### src/rtl/pwm_duty_meter_if.sv
// Result channel of the PWM duty meter: valid/ready handshake carrying one measurement.
interface pwm_duty_meter_if #(
   parameter int CNT_W = 16
);
   logic             meas_valid;
   logic             meas_ready;
   logic [3:0]       duty_tenths;
   logic [CNT_W-1:0] period_cnt;
   logic [CNT_W-1:0] high_cnt;
   logic             timeout;

   modport master (
      output meas_valid, duty_tenths, period_cnt, high_cnt, timeout,
      input  meas_ready
   );

   modport slave (
      input  meas_valid, duty_tenths, period_cnt, high_cnt, timeout,
      output meas_ready
   );
endinterface

### src/rtl/pwm_duty_meter.sv
// Measures one PWM period and its high time in clk cycles, then divides to duty tenths (<=11 cycles).
// The result is held on a valid/ready channel until accepted; input edges are ignored while the result waits.
module pwm_duty_meter #(
   parameter int CNT_W          = 16,
   parameter int TIMEOUT_CYCLES = 1000
) (
   input  logic                 clk,
   input  logic                 rst_n,
   input  logic                 pwm_in,
   output logic                 busy,
   pwm_duty_meter_if.master     m
);

   localparam logic [CNT_W-1:0] CNT_LAST = CNT_W'(TIMEOUT_CYCLES - 1);

   typedef enum logic [1:0] {
      S_IDLE,
      S_MEASURE,
      S_DIVIDE,
      S_VALID
   } state_t;

   state_t           state;
   logic             s1, sync, hist;
   logic             rise;
   logic [CNT_W-1:0] cnt, hcnt;
   logic [CNT_W+3:0] rem;
   logic [3:0]       q;
   logic [CNT_W+3:0] hcnt_x10;
   logic [CNT_W+3:0] per_ext;

   assign rise     = sync & ~hist;
   assign hcnt_x10 = {1'b0, hcnt, 3'b000} + {3'b000, hcnt, 1'b0};
   assign per_ext  = {4'b0000, m.period_cnt};

   always_ff @(posedge clk) begin
      if (!rst_n) begin
         s1            <= 1'b0;
         sync          <= 1'b0;
         hist          <= 1'b0;
         state         <= S_IDLE;
         cnt           <= '0;
         hcnt          <= '0;
         rem           <= '0;
         q             <= '0;
         busy          <= 1'b0;
         m.meas_valid  <= 1'b0;
         m.duty_tenths <= '0;
         m.period_cnt  <= '0;
         m.high_cnt    <= '0;
         m.timeout     <= 1'b0;
      end else begin
         s1   <= pwm_in;
         sync <= s1;
         hist <= sync;

         case (state)
            S_IDLE: begin
               if (rise) begin
                  cnt   <= CNT_W'(1);
                  hcnt  <= CNT_W'(1);
                  state <= S_MEASURE;
               end else if (cnt == CNT_LAST) begin
                  m.timeout     <= 1'b1;
                  m.period_cnt  <= '0;
                  m.high_cnt    <= '0;
                  m.duty_tenths <= sync ? 4'd10 : 4'd0;
                  m.meas_valid  <= 1'b1;
                  busy          <= 1'b1;
                  state         <= S_VALID;
               end else begin
                  cnt <= cnt + CNT_W'(1);
               end
            end

            S_MEASURE: begin
               if (rise) begin
                  m.period_cnt <= cnt;
                  m.high_cnt   <= hcnt;
                  rem          <= hcnt_x10;
                  q            <= '0;
                  busy         <= 1'b1;
                  state        <= S_DIVIDE;
               end else if (cnt == CNT_LAST) begin
                  // Stuck line: the level it is stuck at decides 0% or 100%.
                  m.timeout     <= 1'b1;
                  m.period_cnt  <= '0;
                  m.high_cnt    <= '0;
                  m.duty_tenths <= sync ? 4'd10 : 4'd0;
                  m.meas_valid  <= 1'b1;
                  busy          <= 1'b1;
                  state         <= S_VALID;
               end else begin
                  cnt  <= cnt + CNT_W'(1);
                  hcnt <= hcnt + {{(CNT_W-1){1'b0}}, sync};
               end
            end

            S_DIVIDE: begin
               // high < period, so the quotient never exceeds 9.
               if (rem >= per_ext) begin
                  rem <= rem - per_ext;
                  q   <= q + 4'd1;
               end else begin
                  m.duty_tenths <= q;
                  m.meas_valid  <= 1'b1;
                  state         <= S_VALID;
               end
            end

            S_VALID: begin
               if (m.meas_ready) begin
                  m.meas_valid <= 1'b0;
                  m.timeout    <= 1'b0;
                  cnt          <= '0;
                  busy         <= 1'b0;
                  state        <= S_IDLE;
               end
            end

            default: state <= S_IDLE;
         endcase
      end
   end

endmodule

### src/flat_wrapper.sv
// flat-port wrapper written by rule: the top's interface ports become plain ports
module pwm_duty_meter_flat 
#(
   parameter int CNT_W          = 16,
   parameter int TIMEOUT_CYCLES = 1000
)
  (clk, rst_n, pwm_in, busy, m_meas_valid, m_duty_tenths, m_period_cnt, m_high_cnt, m_timeout, m_meas_ready);
  pwm_duty_meter_if #(.CNT_W(CNT_W)) m_i ();
  input  logic clk;
  input  logic rst_n;
  input  logic pwm_in;
  output logic busy;
  output wire logic [$bits(m_i.meas_valid)-1:0] m_meas_valid;
  output wire logic [$bits(m_i.duty_tenths)-1:0] m_duty_tenths;
  output wire logic [$bits(m_i.period_cnt)-1:0] m_period_cnt;
  output wire logic [$bits(m_i.high_cnt)-1:0] m_high_cnt;
  output wire logic [$bits(m_i.timeout)-1:0] m_timeout;
  input wire logic [$bits(m_i.meas_ready)-1:0] m_meas_ready;
  assign m_meas_valid = m_i.meas_valid;
  assign m_duty_tenths = m_i.duty_tenths;
  assign m_period_cnt = m_i.period_cnt;
  assign m_high_cnt = m_i.high_cnt;
  assign m_timeout = m_i.timeout;
  assign m_i.meas_ready = m_meas_ready;
  pwm_duty_meter #(.CNT_W(CNT_W), .TIMEOUT_CYCLES(TIMEOUT_CYCLES)) u_core (.clk(clk), .rst_n(rst_n), .pwm_in(pwm_in), .busy(busy), .m(m_i));
endmodule
### config.mk
export PLATFORM = sky130hd
export DESIGN_NAME = pwm_duty_meter_flat
export DESIGN_NICKNAME = d
export VERILOG_FILES = /design/src/rtl/pwm_duty_meter_if.sv /design/src/rtl/pwm_duty_meter.sv /design/src/flat_wrapper.sv
export SDC_FILE = /design/constraint.sdc
export NUM_CORES = 1
export LEC_CHECK = 0
export ABC_AREA = 1
export BUFFER_PORTS_ARGS = -buffer_cell sky130_fd_sc_hd__buf_2
export CORE_MARGIN = 3
export CORE_UTILIZATION = 55
export CTS_CLUSTER_SIZE = 40
export DETAILED_ROUTE_END_ITERATION = 10
export PLACE_DENSITY = 0.73
export SLEW_MARGIN = 5
export SYNTH_ARGS = -nofsm -noshare
export SYNTH_HDL_FRONTEND = slang
export SYNTH_SLANG_ARGS = --single-unit
### constraint.sdc
create_clock -name clk -period 3.9 [get_ports clk]
set_input_delay 0.39 -clock clk [delete_from_list [all_inputs] [get_ports clk]]
set_output_delay 0.39 -clock clk [all_outputs]
set_load 0.1 [all_outputs]
Word-level counts from Yosys, hierarchy flattened:

Cells that the tools add are included.

* bits in registers: 100
* input bits: 4
* output and inout port bits: 39
* logic and storage cells: 96

* add/sub/neg operators: 5
* $lt $le $gt $ge: 1
* eq/ne operators: 14
* mux-type cells: 44
* bitwise gates (word level): 2
* reduce and logical (&&, ||, !) cells: 16

Operators by type and width (number)
* two-way mux 16 bit: 13
* case mux 16 bit (2 select lines): 3
* case mux 16 bit (3 select lines): 1
* two-way mux 20 bit: 2
* case mux 20 bit (2 select lines): 1
* two-way mux 4 bit: 6
* adder 19 x 17 -> 20 bit: 1
* >= comparator 20 x 16 -> 1 bit: 1
* subtractor 20 x 16 -> 20 bit: 1
* adder 16 x 1 -> 16 bit: 1
* adder 16 x 1 -> 16 bit (second input constant): 1
* == test 16 x 10 -> 1 bit (second input constant): 1
* case mux 4 bit (2 select lines): 2
* AND reduction 4 bit: 4
* inequality test 2 bit (second input constant): 6
* two-way mux 2 bit: 5
* AND reduction 3 bit: 3
* inequality test 2 x 1 -> 1 bit (second input constant): 4
* case mux 2 bit (4 select lines): 1
* nonzero test 2 bit: 4
* two-way mux 1 bit: 7
* case mux 1 bit (3 select lines): 2
* adder 4 x 1 -> 4 bit (second input constant): 1
* == test 2 bit (second input constant): 2
* other kinds (8): 9

Depth between registers and ports, before layout:

Gate-level depths: netlist of the first run.

* depth in word-level cells: 4
* gate-level depth with buffers: 15
* gate-level depth less buffers: 15

Worst setup path before layout of the first run:

Ideal clock, no wire load.

* path kind: register -> register
* start point: register u_core.m.period_cnt[10]
* end point: register u_core.rem[3]
* setup time: 0.070 ns
* arrival: 2.497 ns
* data required time: 3.830 ns
* slack: 1.333 ns
* stages on the path, launching flop included: 13
* buffers on the path: 1
* period minus slack after synthesis: 2.567 ns
* cells stage by stage: dfxtp_1 inv_1 ha_1 nand2_1 inv_1 nand2_1 nand2_1 a21oi_4 nand4_2 nand2_2 buf_2 nand2_1 a21oi_2

* word-level cells in the longest chain between the ends: 3

Ends and longest elaborated chain
* start, declared: RTL line pwm_duty_meter_if.sv:13 `output meas_valid, duty_tenths, period_cnt, high_cnt, timeout,`
* start signal, assigned: RTL line pwm_duty_meter.sv:78 `m.period_cnt <= cnt;`
* >= comparator 20 x 16 -> 1 bit: RTL line pwm_duty_meter.sv:101 `if (rem >= per_ext) begin`
* inequality test 2 x 1 -> 1 bit (no source line)
* AND reduction 3 bit (no source line)
* end signal, assigned: RTL line pwm_duty_meter.sv:80 `rem <= hcnt_x10;`
* end signal, assigned: RTL line pwm_duty_meter.sv:102 `rem <= rem - per_ext;`
* end, declared: RTL line pwm_duty_meter.sv:27 `logic [CNT_W+3:0] rem;`

No other way between the ends.
A chain may end at the register's enable or synchronous reset.

Worst setup path in the final report of the first run:

* start point: register u_core.state[1]
* end point: register u_core.m.period_cnt[3]

* word-level cells in the longest chain between the ends: 3
* elaborated cells on any way between the ends: 6
* those cells by class: eq/ne (2); mux (1); reduce/logical (3)

Ends and longest elaborated chain
* start, declared: RTL line pwm_duty_meter.sv:23 `state_t state;`
* start signal, assigned: RTL line pwm_duty_meter.sv:41 `state <= S_IDLE;`
* start signal, assigned: RTL line pwm_duty_meter.sv:62 `state <= S_MEASURE;`
* start signal, assigned: RTL line pwm_duty_meter.sv:70 `state <= S_VALID;`
* zero test 2 bit / == test 2 x 1 -> 1 bit (equally long branches): RTL line pwm_duty_meter.sv:57 `case (state)`
* inequality test 2 bit (no source line) / nonzero test 2 bit (equally long branches)
* AND reduction 2 bit (no source line)

Several ways; a longest one is shown, not always the timed one.

==> run metrics, run 1 <==
run status=complete, no violations; leading cell type by number of instances after synthesis=nand2_1; Hold Buf Count CTS=0; Final Core Density=0.6192; layout cell share with drive strength beyond 1=0.1032; via count of the routed design=around 7,000; VDD IR max=0.5210 mV; time the worst path needs with I/O delays and setup=between 2000 and 3000 ps; hold slack final=approximately 220 ps; commonest cells in the synthesized netlist=350 x nand2_1, 134 x inv_1, 122 x nor2_1; Via-to-Cell Ratio=about 5.2; clock root buffer master=clkbuf_16; Final Setup Violations=0; launch point of the worst path=u_core.state[1]$_SDFFE_PN0P_; clock-pin slew on the worst setup and hold paths=70 ps; max-capacitance violation count=0; cell area after technology mapping=approximately 0.007 mm^2; nature of the critical path startpoint=flip-flop; Worst R2R Path Depth=9; count of endpoints failing hold in the final timing report=0; global-route congestion overflow total=0; effective utilization at floorplan=0.5702; worst-path maximum fanout=18; share of the synthesized area in the top cell type=0.2875; library cell with the largest summed area after synthesis=dfxtp_1; routed wirelength normalized by instance count=~14 um; net count reported at finish=approximately 1,200; count of routing violations after the opening detailed-route iteration=~500; remaining design rule violation count=0; final antenna diode count=0; cell types with the largest area share after synthesis=dfxtp_1 29%, nand2_1 19%, inv_1 7.2%, ha_1 6.8%, nor2_1 6.6%; syn_nets=between 1,000 and 1,500; critical register-to-register path endpoint=u_core.m.period_cnt[3]$_SDFFE_PN0P_; highest clock frequency the design can meet=0.3704 GHz; number of antenna violations at the first check in global routing=0; capture endpoint of the worst hold path=u_core.s1$_SDFF_PN0_; number of buffers added for setup after CTS=0; residual antenna-violating net count after detailed routing=0; TritonCTS clock tree=built; area growth from synthesis to layout=8.589%; transition time of the tightest slew-check pin=around 780 ps; average footprint of a synthesized cell=6.211 um^2; number of stages on the worst hold path=3; maximum clock path buffer count=2; detailed-routing iteration count for the pre-antenna-repair pass=5; static leakage power=3.567 nW; Chip Width=approximately 120 um; total of cells resized after clock tree synthesis=0; global placer's final weighted congestion=slightly above 0.9; post-synthesis instance total=1,121; pin count of the biggest net entering global routing=63; P per Cell Area=~640 mW/mm^2; max-slew violation count=0; Die Y-Extent=between 100 and 150 um; min-delay src=pwm_in; # clock sinks=100; worst relative slew slack=0.4797; DRT Wirelength=18.03 mm; Reg2Reg Launch Point=u_core.state[1]$_SDFFE_PN0P_; Die Footprint=0.01405 mm^2; Req. time, crit path=around 4200 ps; wire length of the first global-routing pass=30.53 mm; total of flip-flops plus latches after synthesis=100; core footprint=around 0.012 mm^2; vias in the first global route=between 6,000 and 7,000; number of primary I/O pins=between 40 and 50; category of the worst setup path capture point=flip-flop; Arrival @ worst endpoint=between 2000 and 3000 ps; number of synthesis warnings=0; total CTS buffers=9; number of H-tree levels=3; latest clock arrival within the worst-skew pair=350 ps; prevailing post-synth register cell=dfxtp_1; register area share after synthesis=0.2875; Detail Placement HPWL=13.55 mm; PortBufs=42; setup tns final=0 ps; R2R setup slack=between 1000 and 1500 ps; number of distinct library cells after synthesis=between 40 and 50; Period Utilization, post-route=0.6922; class of the tightest hold or removal check=input port to flip-flop; path type of the worst setup path=flip-flop to flip-flop; unrepaired setup endpoints after global routing=no; overall fraction of global-route tracks in use=0.2617; Post-Route Skew=6.781 ps; row count=40; share of synthesized registers carrying an async set or reset=0; count of flip-flops with a built-in enable after synthesis=0
stage by stage:
stage	total power [mW]	cells	instance area (um^2)	worst slack (ps)
2_1_floorplan	3.443	1121	6963	1333
3_3_place_gp	3.856	1305	7252	1365
3_5_place_dp	3.886	1305	7252	1242
4_1_cts	4.839	1321	7561	1189
5_1_grt	5.303	1321	7561	934.3
6_report	4.842	1321	7561	1200
report_power, final:
part | internal (mW) | switching (mW) | leakage [nW] | total (mW)
combinational | 0.818 | 1.78 | 2.61 | 2.60
clock | 0.525 | 0.418 | 0.149 | 0.943
sequential | 1.16 | 0.139 | 0.810 | 1.30
area by class of cell:
| class | count | area [um^2] |
|---|---|---|
| inverter | 143 | 538.0 |
| multi-input combinational | 848 | 4262 |
| clock inverter | 5 | 66.31 |
| sequential | 100 | 2002 |
| clock buffer | 11 | 242.7 |
| tap | 168 | 210.2 |
| fill | 1221 | 4651 |
| timing repair buffer | 46 | 240.2 |
how the worst max path moves through the flow:
stage                                          endpoint  cells past startpoint
global placement            u_core.rem[17]$_SDFFE_PN0P_                     14
CTS                 u_core.m.period_cnt[3]$_SDFFE_PN0P_                      9
finish              u_core.m.period_cnt[3]$_SDFFE_PN0P_                      9
detailed placement    u_core.m.high_cnt[0]$_SDFFE_PN0P_                      9
floorplan                    u_core.rem[3]$_SDFFE_PN0P_                     12
global route        u_core.m.period_cnt[3]$_SDFFE_PN0P_                      9
placed cells by master (no fill, tap or decap), drive strengths merged, types with 9 or more instances in the layout:
cell type,netlist,layout
a21oi,106,106
buf,15,46
clkbuf,15,11
dfxtp,100,100
ha,38,38
inv,142,145
nand2,369,369
nand3,72,72
nand3b,9,9
nand4,20,20
nor2,131,131
nor3,19,19
o21ai,46,46
xor2,9,9
worst max-delay path, cell delays in order, from the launching register on:
cell and delay (ps):
dfxtp_1 330, inv_1 130, ha_1 490, inv_2 180, nor2_2 290, inv_2 70
nor2_2 500, buf_4 350, nand2_1 100, a21oi_1 170
cell families after synthesis:
group                      count (synthesis)  share of synthesized area
AOI/OAI and AO/OA                        168                     0.1378
xor gates and xnor gates                  12                    0.01510
adders and majority gates                 40                    0.07403
buffers and inverters                    173                     0.1004
DFF                                      100                     0.2875
and+or+nand+nor                          628                     0.3851
state kept, by name, indices dropped and copies added, names as in the netlist:
name	cells
u_core.busy	1
u_core.cnt	16
u_core.hcnt	16
u_core.hist	1
u_core.m.duty_tenths	4
u_core.m.high_cnt	16
u_core.m.meas_valid	1
u_core.m.period_cnt	16
u_core.m.timeout	1
u_core.q	4
u_core.rem	20
u_core.s1	1
u_core.state	2
u_core.sync	1
layer usage:
metal	global-route usage	vias up	share of wire
li1	-	3636	-
met1	0.3737	3030	0.49
met2	0.4151	194	0.44
met3	0.03732	30	0.050
met4	0.06951	0	0.020
met5	0	-	0
No activity file was read; power rests on OpenSTA's default activity.
==> run 2, diff against run 1 <==
PLACE_DENSITY = 0.76   (was 0.73)
clock period = 2.2 ns   (was 3.9 ns; I/O delays follow)
==> run metrics, run 2 (synthesized netlist as in run 1, its figures left out) <==
category of the worst setup path capture point=flip-flop; Gate power share=0.572 (+0.036); PortBufs=42 (unchanged); overall fraction of global-route tracks in use=0.2646 (+0.002860); pin count of the biggest net entering global routing=37 (-41%); count of routing violations after the opening detailed-route iteration=559 (+12%); global placer's final weighted congestion=0.9237 (+0.28%); effective utilization at floorplan=0.5702 (unchanged); met1 layer usage reported by global route=0.3749 (+0.001153); static leakage power=3.765 nW (+5.6%); fill cell total of the finished layout=1,150 (-5.8%); run status=complete, no violations; total CTS buffers=9 (unchanged); Detail Placement HPWL=14.10 mm (+4.1%); global routing met3 resource utilization=0.04450 (+0.007177); time the worst path needs with I/O delays and setup=2112 ps (-587.8 ps); worst-path maximum fanout=5 (-13); post-route non-filler standard cell count=1,354 (+2.5%); max FFs per register=20 (unchanged); number of antenna violations at the first check in global routing=0 (unchanged); total power=9.144 mW (+89%); Post-Route Skew=7.462 ps (+0.6812 ps); nature of the critical path startpoint=flip-flop; clock root buffer master=clkbuf_16; power spent charging and discharging nets=4.471 mW (+91%); Final Setup Violations=0 (unchanged); Final Core Density=0.6533 (+0.03412); Chip Width=118.5 um (unchanged); TritonCTS clock tree=built; layout cell share with drive strength beyond 1=0.1560 (+0.05278); via count of the routed design=7,173 (+4.1%); final antenna diode count=0 (unchanged); maximum clock path buffer count=2 (unchanged); area growth from synthesis to layout=14.57%; met2 track utilization from global routing=0.4137 (-0.001429); routed wirelength normalized by instance count=13.87 um (+1.6%); switching fraction of total power=0.4889 (+0.006453); vias in the first global route=6,330 (+0.40%); Req. time, crit path=2490 ps (-1680 ps); R2R setup slack=90 ps (-1110 ps); transition time of the tightest slew-check pin=538.0 ps (-242.2 ps); global routing's busiest layer=met2; P per Cell Area=1146 mW/mm^2 (+79%); number of primary I/O pins=43 (unchanged); net count reported at finish=1,225 (+2.8%); remaining design rule violation count=0 (unchanged); internal power component=4.673 mW (+86%); clock-pin slew on the worst setup and hold paths=80 ps (about the same); count of endpoints failing hold in the final timing report=0 (unchanged); post-placement cell count=1,333 (+2.1%); hold slack final=45.99 ps (-172.4 ps); Arrival @ worst endpoint=2410 ps (-560 ps); wire length of the first global-routing pass=30.75 mm (+0.70%); Die Footprint=0.01405 mm^2 (unchanged); highest clock frequency the design can meet=0.4735 GHz (+28%); path type of the worst setup path=flip-flop to flip-flop; register bank with the most flops=u_core.rem; detailed-routing iteration count for the pre-antenna-repair pass=5 (unchanged); power share of the clock group=0.174 (-0.021); most common cell after layout, fill and taps aside=nand2_1; register share of total power=0.254 (-0.015); max-capacitance violation count=0 (unchanged); latest clock arrival within the worst-skew pair=350 ps (about the same); DRT Wirelength=18.79 mm (+4.2%); class of the tightest hold or removal check=input port to flip-flop; residual antenna-violating net count after detailed routing=0 (unchanged); row count=40 (unchanged); worst relative slew slack=0.6385 (+0.1588); setup tns final=0 ps (unchanged); core footprint=0.01221 mm^2 (unchanged); max-slew violation count=0 (unchanged); number of H-tree levels=3 (unchanged); Via-to-Cell Ratio=5.298 (+1.6%); commonest cells after routing, fill and taps aside=349 x nand2_1, 133 x inv_1, 119 x nor2_1; global-route congestion overflow total=0 (unchanged); # clock sinks=100 (unchanged); Die Y-Extent=118.5 um (unchanged); Period Utilization, post-route=0.9600 (+0.2677); VDD IR max=0.7981 mV (+53%)
[run 2: routing by layer]
| metal | part of all wire | up-vias |
|---|---|---|
| met4 | 0.021 | 0 |
| met5 | 0 | - |
| met1 | 0.47 | 3220 |
| li1 | - | 3703 |
| met2 | 0.45 | 218 |
| met3 | 0.056 | 32 |
[run 2: final cells by class]
type | count | area [um^2] | share of cell area
Tap cell | 168 | 210.2 | 0.02635
Inverter | 143 | 538.0 | 0.06744
Clock inverter | 7 | 70.07 | 0.008783
Multi-Input combinational cell | 848 | 4345 | 0.5447
Sequential cell | 100 | 2046 | 0.2564
Timing Repair Buffer | 79 | 543.0 | 0.06807
Clock buffer | 9 | 225.2 | 0.02823
[run 2: critical path, cell delays in order, from the launching register on]
cell and delay (ps):
dfxtp_4 350, ha_2 200, fa_2 360, inv_1 80, nand3_1 80, nand2_2 100, nand2_2 70, nand2_4 70
nand2_4 70, nand3_4 90, nor2_2 60, nor2_4 180, clkbuf_16 180, nand2_2 50, a21oi_2 110
[run 2: final timing paths]
check,from,end,cells past startpoint
min reg2reg,u_core.s1$_SDFF_PN0_,u_core.sync$_SDFF_PN0_,2
max,u_core.m.period_cnt[0]$_SDFFE_PN0P_,u_core.rem[3]$_SDFFE_PN0P_,14
min,pwm_in,u_core.s1$_SDFF_PN0_,3
max reg2reg,u_core.m.period_cnt[0]$_SDFFE_PN0P_,u_core.rem[3]$_SDFFE_PN0P_,14
[run 2: per-stage QoR]
stage / setup slack (ps) / cell area (um^2)
after CTS: 32.87 / 7840
after global routing: -43.13 / 7978
final: 88.07 / 7978
after global placement: 81.67 / 7542
after floorplan: 1.031 / 7005
after detailed placement: 35.54 / 7542
[run 2: power by group through the flow]
stage | Combinational [mW] | Sequential, mW | Clock, mW
2_1_floorplan | 3.50 | 2.59 | 0
3_3_place_gp | 4.71 | 2.34 | 0
3_5_place_dp | 4.81 | 2.34 | 0
4_1_cts | 4.83 | 2.30 | 1.62
5_1_grt | 5.89 | 2.34 | 1.69
6_report | 5.23 | 2.32 | 1.59
[run 2: what timing repair did]
item	4_1_cts	5_1_grt
pin swaps	1	5
cloned	0	1
setup buffers	0	4
resized for setup	1	18
hold buffers	0	0
endpoints found under the setup margin	1	33
